<file path="src/rtl/mpc_challenge_stream.sv">
// mpc_challenge_stream: walks the packed r/eps challenge words of the MPC
// expander and serializes them into one (r_j, eps_j) element pair per beat
// on a valid/ready stream, tagged with (e, d, j) indices and last flags.
module mpc_challenge_stream #(
    parameter string PARAMETER_SET = "L1",
    parameter int    TAU           = 17,
    parameter int    D_SPLIT       = (PARAMETER_SET == "L1") ? 1 : 2,
    parameter int    T             = (PARAMETER_SET == "L5") ? 4 : 3,
    parameter int    W             = TAU * D_SPLIT,
    localparam int   AW            = (W > 1) ? $clog2(W) : 1,
    localparam int   EW            = (TAU > 1) ? $clog2(TAU) : 1,
    localparam int   DW            = (D_SPLIT > 1) ? $clog2(D_SPLIT) : 1,
    localparam int   JW            = (T > 1) ? $clog2(T) : 1
) (
    input  logic            i_clk,
    input  logic            i_rst,
    input  logic            i_start,
    output logic            o_busy,
    output logic            o_done,
    output logic            o_r_rd,
    output logic [AW-1:0]   o_r_addr,
    input  logic [T*32-1:0] i_r,
    output logic            o_eps_rd,
    output logic [AW-1:0]   o_eps_addr,
    input  logic [T*32-1:0] i_eps,
    output logic            o_valid,
    input  logic            i_ready,
    output logic [31:0]     o_r_elem,
    output logic [31:0]     o_eps_elem,
    output logic [EW-1:0]   o_e_idx,
    output logic [DW-1:0]   o_d_idx,
    output logic [JW-1:0]   o_j_idx,
    output logic            o_last_j,
    output logic            o_last
);

    typedef enum logic [2:0] {
        IDLE,
        FETCH,
        WAIT,
        EMIT,
        DONE
    } state_t;

    state_t               state;
    logic [AW-1:0]        addr;
    logic [T-1:0][31:0]   r_word;
    logic [T-1:0][31:0]   eps_word;
    logic [JW-1:0]        j_inc;
    logic                 j_inc_last;
    logic                 word_last;

    // Helpers for the next element and for end-of-word / end-of-run decisions
    assign j_inc      = o_j_idx + JW'(1);
    assign j_inc_last = (j_inc == JW'(T - 1));
    assign word_last  = (addr == AW'(W - 1));

    // Sequencer: owns every registered output so all beat fields change together
    always_ff @(posedge i_clk or negedge i_rst) begin
        if (!i_rst) begin
            state      <= IDLE;
            addr       <= '0;
            r_word     <= '0;
            eps_word   <= '0;
            o_busy     <= 1'b0;
            o_done     <= 1'b0;
            o_r_rd     <= 1'b0;
            o_r_addr   <= '0;
            o_eps_rd   <= 1'b0;
            o_eps_addr <= '0;
            o_valid    <= 1'b0;
            o_r_elem   <= '0;
            o_eps_elem <= '0;
            o_e_idx    <= '0;
            o_d_idx    <= '0;
            o_j_idx    <= '0;
            o_last_j   <= 1'b0;
            o_last     <= 1'b0;
        end else begin
            case (state)
                IDLE: begin
                    o_done <= 1'b0;
                    if (i_start) begin
                        state      <= FETCH;
                        addr       <= '0;
                        o_e_idx    <= '0;
                        o_d_idx    <= '0;
                        o_j_idx    <= '0;
                        o_busy     <= 1'b1;
                        o_r_rd     <= 1'b1;
                        o_r_addr   <= '0;
                        o_eps_rd   <= 1'b1;
                        o_eps_addr <= '0;
                    end
                end
                FETCH: begin
                    // Strobes last exactly one cycle; address returns to 0 with them
                    o_r_rd     <= 1'b0;
                    o_r_addr   <= '0;
                    o_eps_rd   <= 1'b0;
                    o_eps_addr <= '0;
                    state      <= WAIT;
                end
                WAIT: begin
                    // Read data is only valid now; first beat comes straight from it
                    r_word     <= i_r;
                    eps_word   <= i_eps;
                    o_r_elem   <= i_r[31:0];
                    o_eps_elem <= i_eps[31:0];
                    o_j_idx    <= '0;
                    o_last_j   <= (T == 1);
                    o_last     <= (T == 1) && word_last;
                    o_valid    <= 1'b1;
                    state      <= EMIT;
                end
                EMIT: begin
                    if (i_ready) begin
                        if (o_j_idx != JW'(T - 1)) begin
                            o_j_idx    <= j_inc;
                            o_r_elem   <= r_word[j_inc];
                            o_eps_elem <= eps_word[j_inc];
                            o_last_j   <= j_inc_last;
                            o_last     <= j_inc_last && word_last;
                        end else begin
                            o_valid  <= 1'b0;
                            o_last_j <= 1'b0;
                            o_last   <= 1'b0;
                            if (!word_last) begin
                                addr       <= addr + AW'(1);
                                o_r_rd     <= 1'b1;
                                o_r_addr   <= addr + AW'(1);
                                o_eps_rd   <= 1'b1;
                                o_eps_addr <= addr + AW'(1);
                                if (o_d_idx == DW'(D_SPLIT - 1)) begin
                                    o_d_idx <= '0;
                                    o_e_idx <= o_e_idx + EW'(1);
                                end else begin
                                    o_d_idx <= o_d_idx + DW'(1);
                                end
                                state <= FETCH;
                            end else begin
                                o_done <= 1'b1;
                                state  <= DONE;
                            end
                        end
                    end
                end
                DONE: begin
                    o_done <= 1'b0;
                    o_busy <= 1'b0;
                    state  <= IDLE;
                end
                default: begin
                    state <= IDLE;
                end
            endcase
        end
    end

endmodule

</file>
<file path="config.mk">
export PLATFORM = sky130hd
export DESIGN_NAME = mpc_challenge_stream
export DESIGN_NICKNAME = d
export VERILOG_FILES = /design/src/rtl/mpc_challenge_stream.sv
export SDC_FILE = /design/constraint.sdc
export NUM_CORES = 1
export LEC_CHECK = 0
export ABC_AREA = 1
export BUFFER_PORTS_ARGS = -buffer_cell sky130_fd_sc_hd__buf_2
export CELL_PAD_IN_SITES_DETAIL_PLACEMENT = 0
export CELL_PAD_IN_SITES_GLOBAL_PLACEMENT = 1
export CORE_ASPECT_RATIO = 0.75
export CORE_MARGIN = 8
export CORE_UTILIZATION = 32
export DETAILED_ROUTE_END_ITERATION = 8
export PLACE_DENSITY_LB_ADDON = 0.1
export SETUP_SLACK_MARGIN = 0.5
export SYNTH_ARGS = -nofsm -noshare
export SYNTH_HDL_FRONTEND = slang
export SYNTH_SLANG_ARGS = --single-unit
export TNS_END_PERCENT = 10
</file>
<file path="constraint.sdc">
create_clock -name i_clk -period 6.9 [get_ports i_clk]
set_input_delay 1.035 -clock i_clk [delete_from_list [all_inputs] [get_ports i_clk]]
set_output_delay 1.035 -clock i_clk [all_outputs]
set_load 0.02 [all_outputs]
</file>
==> impl_metrics.csv, run 1 <==
group,metric,value,unit
floorplanning,design.core.area,0.0408,mm^2
power_and_ir_drop,p_int,0.00466,W
clock_tree,tritoncts,"done",
cells_and_area,design_area,0.0161,mm^2
yosys,postSynthCellCount,1762,
sta,finalCritPeriodShare,46.6,%
yosys,synthArstFlopShare,100,%
yosys,synth_flop_cell,"dfrtp_1",
sta,finalMaxSlewViolations,0,
yosys,synthTopCellsByArea,"dfrtp_1 53%, nand2_1 19%, o21ai_0 10%",
placed_design,dp_hpwl,26.8,mm
cells_and_area,drive_above_1_share,18.0,%
yosys,synth_top_area_share,53.3,%
drt,viasPerCell,4.44,
clock_tree,insertion_delay,0.51,ns
placed_design,placed_cell_area,0.0149,mm^2
yosys,synth.avg_cell_area,7.52,um^2
flow_run,cap_viol_max_count,0,
sta,max_freq,0.311,GHz
power_and_ir_drop,power.density,508,mW/mm^2
yosys,synth.yosys.seq_area_share,53.3,%
clock_tree,clkTransAtPathRegs,0.06,ns
yosys,synth_seq_cells,282,
floorplanning,initial_core_util,32.4,%
sta,max-slew-margin-rel,22.4,%
clock_tree,hold_buffers,0,
clock_tree,post_cts_buffers,0,
drt,drc,0,
floorplanning,num_rows,64,
placed_design,routabilityCongestion,0.730,
yosys,synth_edf_count,0,
power_and_ir_drop,p_clk_share,22.7,%
yosys,synth.most_common_cell,"nand2_1",
yosys,syn_nets,1963,
sta,setup_tns,0,ns
cells_and_area,syn_to_final_growth,21.7,%
worst_hold_path,min_path_type,"flop to flop",
yosys,synth.top_cells.by_count,"653 x nand2_1, 282 x dfrtp_1, 264 x o21ai_0",
yosys,yosysTopAreaCell,"dfrtp_1",
worst_setup_path,critPathCaptureType,"flop",
clock_tree,cts_buffers,34,
floorplanning,fp.dieW,251,um
clock_tree,cts.path.max_buffers,3,
sta,finalCriticalPeriod,3.22,ns
clock_tree,postCtsResizedCells,0,
global_route,gr-total-overflow,0,
floorplanning,die-area,0.0482,mm^2
power_and_ir_drop,power.share.combinational,42.8,%
power_and_ir_drop,p_seq_share,34.5,%
sta,holdWs,0.478,ns
clock_tree,cts_max_level,2,
global_route,track_usage,17.0,%
worst_setup_path,crit_type,"flop to flop",
sta,grt_setup_unrepaired,"false",
worst_setup_path,crit_required,7.27,ns
global_route,grt_pass1_vias,11600,
global_route,grt_pass1_wl,65.8,mm
outcome,status,"completed",
cells_and_area,final_net_count,2184,
clock_tree,cts.sinks,282,
drt,routedWlPerCell,16.3,um
power_and_ir_drop,p_switching,0.00353,W
power_and_ir_drop,irDropWorstVdd,0.000357,V
floorplanning,ios,285,
yosys,ys_types,23,
yosys,yosysWarnings,0,
global_route,grt_max_degree,183,
global_route,antenna_found_initial,5,
sta,worst-slew-pin-transition,1.16,ns
clock_tree,cts.root.buffer_cell,"clkbuf_16",
drt,drt-pass1-iter-count,5,
drt,routed_wl,41.3,mm
placed_design,portBuffers,283,
drt,vias,11300,
worst_setup_path,crit_fanout,182,
worst_setup_path,crit_path_start_kind,"flop",
drt,drt_iter0_markers,704,
sta,hold_viol_final,0,
yosys,syn_area,0.0132,mm^2
power_and_ir_drop,p_leak,8.56,nW
drt,ant_nets,0,
worst_setup_path,cp_data_arrival_time,3.58,ns
floorplanning,die_h,192,um
sta,fin_skew,0.0108,ns
sta,setup_viol,0,
power_and_ir_drop,sw_frac_of_total,43.2,%
cell usage in the layout, fill, tap and decap left out, types with 4 or more instances in the layout:
master and n:
buf_4 10, inv_1 210, o21ai_0 264, clkinv_2 4
nand2_1 651, clkbuf_16 37, buf_2 282, dfrtp_1 281
a21oi_1 4, nand3_1 20, clkbuf_8 13, nor2_1 149
o21ai_1 55, clkbuf_1 4, ha_1 4
path summary, 6_finish.rpt:
path,from,end,slack [ns],depth (start not counted)
worst max-delay path,state[2]$_DFFE_PN0P_,eps_word[65]$_DFFE_PN0P_,3.68,5
worst min-delay path,r_word[63]$_DFFE_PN0P_,r_word[63]$_DFFE_PN0P_,0.48,2
worst max register to register,state[2]$_DFFE_PN0P_,eps_word[65]$_DFFE_PN0P_,3.68,5
worst min register to register,r_word[63]$_DFFE_PN0P_,r_word[63]$_DFFE_PN0P_,0.48,2
max in group asynchronous,i_rst,o_j_idx[0]$_DFFE_PN0P_,4.90,2
min in group asynchronous,i_rst,r_word[53]$_DFFE_PN0P_,0.54,1
cell type report:
type	instances	area [um^2]
tap	528	661
clock buffer	54	1120
antenna	1	2.50
clock inverter	6	57.6
multi-input combinational	1160	4910
inverter	212	803
sequential	282	7060
timing repair buffer	293	1500
fill	4401	24700
worst max-delay path: stages (launching register included):
cell and delay, ns:
dfrtp_1 0.43, inv_2 0.16, nand3_4 0.56, inv_8 0.90, buf_4 0.65, o21ai_0 0.18
registers in the layout (all words and copies together) (netlist names):
| name | cells |
|---|---|
| addr | 5 |
| state | 3 |
| o_eps_addr | 5 |
| o_j_idx | 2 |
| o_last_j | 1 |
| o_busy | 1 |
| o_e_idx | 5 |
| eps_word | 96 |
| r_word | 96 |
| o_r_elem | 32 |
| o_eps_elem | 32 |
| o_done | 1 |
| o_valid | 1 |
| o_eps_rd | 1 |
| o_last | 1 |
layer usage:
metal | vias up | share of wire [%] | GRT usage, %
met5 | - | 0.13 | 0
li1 | 5808 | - | -
met1 | 5188 | 49 | 24.0
met2 | 201 | 44 | 26.7
met4 | 8 | 1.8 | 3.71
met3 | 62 | 4.5 | 3.57
kinds of logic after synthesis:
logic type / share of synthesized area [%]
DFF: 53.3
and+or+nand+nor: 23.8
adders and majority gates: 0.472
buffers and inverters: 10.0
AOI/OAI and AO/OA: 12.3
other: 0.0283
xor gates and xnor gates: 0.132
power groups by stage:
stage / Sequential [W] / Clock, W / Combinational [W]
finish: 0.00283 / 0.00186 / 0.00350
global placement: 0.00285 / 0 / 0.00355
detailed placement: 0.00286 / 0 / 0.00359
CTS: 0.00283 / 0.00192 / 0.00361
floorplan: 0.00300 / 0 / 0.00237
global route: 0.00293 / 0.00199 / 0.00410
metrics by stage:
stage	instances	setup WS (ns)	utilization, %	power (W)
after floorplan	1762	4.57	-	0.00536
after global placement	2475	3.73	36.6	0.00640
after detailed placement	2475	3.67	36.6	0.00645
after CTS	2535	3.64	39.5	0.00837
after global routing	2536	3.30	39.5	0.00902
final	2536	3.68	39.5	0.00819
Power figures use the tool's default switching activity.
==> inputs of run 2 (changes only) <==
--- a/config.mk
+++ b/config.mk
@@ -5,7 +5,7 @@
 export SDC_FILE = /design/constraint.sdc
 export NUM_CORES = 1
 export LEC_CHECK = 0
-export ABC_AREA = 1
+export ABC_AREA = 0
 export BUFFER_PORTS_ARGS = -buffer_cell sky130_fd_sc_hd__buf_2
 export CELL_PAD_IN_SITES_DETAIL_PLACEMENT = 0
 export CELL_PAD_IN_SITES_GLOBAL_PLACEMENT = 1
==> constraint.sdc (replaced) <==
create_clock -name i_clk -period 3 [get_ports i_clk]
set_input_delay 0.45 -clock i_clk [delete_from_list [all_inputs] [get_ports i_clk]]
set_output_delay 0.45 -clock i_clk [all_outputs]
set_load 0.02 [all_outputs]
==> run 2 against run 1 <==
  * Fmax increased by 48%
  * Critical path type unchanged
  * Synthesized cell count down 22%
  * First-iteration DRC count is 7.5% lower
  * Non-clock buffer count grew 20
==> impl_metrics.csv, run 2 <==
group,metric,value,unit
worst_setup_path,cp_data_arrival_time,2.60,ns
worst_hold_path,min_path_type,"primary input to flop",
sta,setup_viol,0,
floorplanning,initial_core_util,32.1,%
clock_tree,insertion_delay,0.56,ns
worst_setup_path,crit_path_start_kind,"flop",
worst_setup_path,crit_type,"flop to flop",
sta,fin_skew,0.00952,ns
placed_design,dp_hpwl,26.6,mm
yosys,synth_compound_area_share,12.0,%
floorplanning,fp.dieW,245,um
placed_design,pre_cts_ws,0.811,ns
worst_setup_path,crit_chain,"inv_1 -> ha_4 -> buf_4 -> mux2_2 -> a221o_1 -> o21ai_0 -> o21ai_0",
yosys,yosys.area_share.simple,20.9,%
worst_setup_path,slowest_stage,"mux2_2",
global_route,top_usage_layer,"met2",
yosys,synthXorXnorAreaFrac,0.209,%
worst_setup_path,crit_buf_inv,2,
yosys,yosysWarnings,0,
sta,setup_tns,0,ns
yosys,muxShareOfSynthArea,5.80,%
clock_tree,cts.sinks,282,
yosys,postSynthCellCount,1372,
drt,vias,10200,
power_and_ir_drop,sw_frac_of_total,40.2,%
clock_tree,cts.root.buffer_cell,"clkbuf_16",
yosys,syn_nets,1573,
worst_setup_path,cp_slowest_stage_delay,0.39,ns
cells_and_area,reg.largest.list,"eps_word (96), r_word (96)",
yosys,syn_area,0.0126,mm^2
sta,fin_ws,0.827,ns
worst_setup_path,critPathTopFamily,"compound AO/OA/AOI/OAI gates",
sta,finalMaxSlewViolations,0,
floorplanning,die-area,0.0460,mm^2
yosys,synth_top_family_by_area,"simple AND/OR/NAND/NOR gates",
global_route,grt_pass1_wl,63.7,mm
global_route,use_met2,27.5,%
drt,drc,0,
sta,finalCriticalPeriod,2.17,ns
drt,drt_iter0_markers,651,
drt,routed_wl,40.5,mm
placed_design,portBuffers,283,
worst_setup_path,critPathMostFrequentCell,"o21ai_0",
global_route,met1_usage,24.2,%
power_and_ir_drop,p_leak,8.03,nW
sta,max_freq,0.460,GHz
global_route,track_usage,17.3,%
floorplanning,die_h,188,um
global_route,grt_pass1_vias,10700,
global_route,grt_max_degree,98,
drt,viasPerCell,4.72,
cells_and_area,final_net_count,1817,
drt,ant_nets,0,
yosys,yosysTopAreaCell,"dfrtp_1",
power_and_ir_drop,p_switching,0.00762,W
power_and_ir_drop,p_seq_share,35.4,%
cells_and_area,syn_to_final_growth,23.5,%
sta,grt_setup_unrepaired,"false",
yosys,synth.most_common_cell,"nand2_1",
sta,finalCritPeriodShare,72.4,%
worst_setup_path,critPathCaptureType,"flop",
worst_setup_path,cp.depth,7,
global_route,gr-total-overflow,0,
outcome,status,"completed",
drt,drt-pass1-iter-count,5,
flow_run,cap_viol_max_count,0,
cells_and_area,drive_above_1_share,23.2,%
yosys,synth_flop_cell,"dfrtp_1",
clock_tree,cts.path.max_buffers,3,
worst_hold_path,min_path_cells,3,
yosys,synthArstFlopShare,100,%
cells_and_area,layout_commonest_cell,"nand2_1",
global_route,antenna_found_initial,5,
power_and_ir_drop,p_int,0.0113,W
power_and_ir_drop,power.density,1220,mW/mm^2
clock_tree,cts_max_level,1,
worst_setup_path,r2r_cells,7,
sta,max-slew-margin-rel,55.1,%
yosys,ys_types,39,
clock_tree,postCtsResizedCells,0,
clock_tree,clkTransAtPathRegs,0.06,ns
power_and_ir_drop,irDropWorstVdd,0.000541,V
yosys,synthTopCellsByArea,"dfrtp_1 56%, nand2_1 19%, a221o_1 5.1%",
floorplanning,ios,285,
yosys,synth_seq_cells,282,
clock_tree,cts_buffers,31,
drt,routedWlPerCell,18.8,um
worst_setup_path,crit_required,3.43,ns
power_and_ir_drop,power.share.combinational,44.6,%
sta,worst-slew-pin-transition,0.674,ns
worst_setup_path,crit_fanout,25,
global_route,grtUsageMet3,3.72,%
yosys,synth_edf_count,0,
yosys,synth_top_area_share,56.0,%
yosys,synth.avg_cell_area,9.18,um^2
yosys,synth-adder-area-share,0.497,%
floorplanning,num_rows,63,
power_and_ir_drop,p_clk_share,20.0,%
yosys,synth.top_cells.by_count,"652 x nand2_1, 282 x dfrtp_1, 94 x o21ai_0",
placed_design,routabilityCongestion,0.764,
yosys,synth.yosys.seq_area_share,56.0,%
cells_and_area,layout_common_cells,"651 x nand2_1, 282 x buf_2, 281 x dfrtp_1",
floorplanning,design.core.area,0.0392,mm^2
sta,hold_viol_final,0,
clock_tree,tritoncts,"done",
run 2: cell types whose count changed after synthesis, sizes merged, moves of 6 or more:
cell,before,now
a21o,0,8
a221o,0,64
a21oi,4,10
o21ai,320,134
nor2,151,7
mux2,0,64
nand3,22,8
clkbuf,42,33
inv,212,8
run 2: worst paths after layout:
kind | end | startpoint | slack [ns]
min in group asynchronous | o_eps_elem[8]$_DFFE_PN0P_ | i_rst | 0.43
min | r_word[91]$_DFFE_PN0P_ | i_r[91] | 0.07
max reg2reg | o_r_elem[10]$_DFFE_PN0P_ | o_j_idx[0]$_DFFE_PN0P_ | 0.83
min reg2reg | r_word[67]$_DFFE_PN0P_ | r_word[67]$_DFFE_PN0P_ | 0.47
max in group asynchronous | eps_word[59]$_DFFE_PN0P_ | i_rst | 1.82
max | o_r_elem[10]$_DFFE_PN0P_ | o_j_idx[0]$_DFFE_PN0P_ | 0.83
run 2: power groups by stage:
stage                     Combinational (W)  Sequential (W)  Clock, W
after floorplan                     0.00558         0.00704         0
after global placement              0.00848         0.00677         0
after detailed placement            0.00860         0.00676         0
after CTS                           0.00863         0.00672   0.00390
after global routing                0.00951         0.00694   0.00407
final                               0.00845         0.00671   0.00378
run 2: worst min-delay path, stage by stage:
cell     delay (ns)
buf_2          0.07
nand2_1        0.04
nand2_1        0.04
run 2: layout make-up:
class / instances / area, um^2
clock inverters: 4 / 70.1
well taps: 520 / 651
repair buffers: 313 / 1820
flip-flops and latches: 282 / 7060
clock buffers: 50 / 917
multi-input cells: 980 / 5010
diodes: 1 / 2.50
fillers: 3965 / 23600
inverters: 8 / 30.0
run 2: repair_timing:
item / CTS / global route
buffers inserted: 0 / 0
setup endpoints to repair: 0 / 0
hold buffers: 1 / 0
endpoints found under the hold margin: 58 / 0
run 2: cell families (layout without fill, tap and decap cells):
group / count (synthesis) / after routing
buf+inv: 110 / 375
other cells: 1 / 2
compound gates: 227 / 227
flops: 282 / 282
simple gates: 679 / 679
fa+ha+maj: 5 / 5
mux: 65 / 65
xor+xnor: 3 / 3
run 2: through the flow:
step	util (%)	cell area (um^2)	total power [W]	hold WS, ns	cells
5_1_grt	39.7	15600	0.0205	0.0552	2157
4_1_cts	39.7	15600	0.0193	0.0453	2157
6_report	39.7	15600	0.0189	0.0739	2158
3_3_place_gp	37.1	14600	0.0152	0.452	2102
2_1_floorplan	-	12600	0.0126	0.154	1372
3_5_place_dp	37.1	14600	0.0154	0.451	2102
run 2: metal layers:
metal | part of all wire (%) | up-vias
met1 | 47 | 4895
met5 | 0.089 | -
met3 | 5.3 | 50
li1 | - | 5013
met2 | 46 | 232
met4 | 1.7 | 6
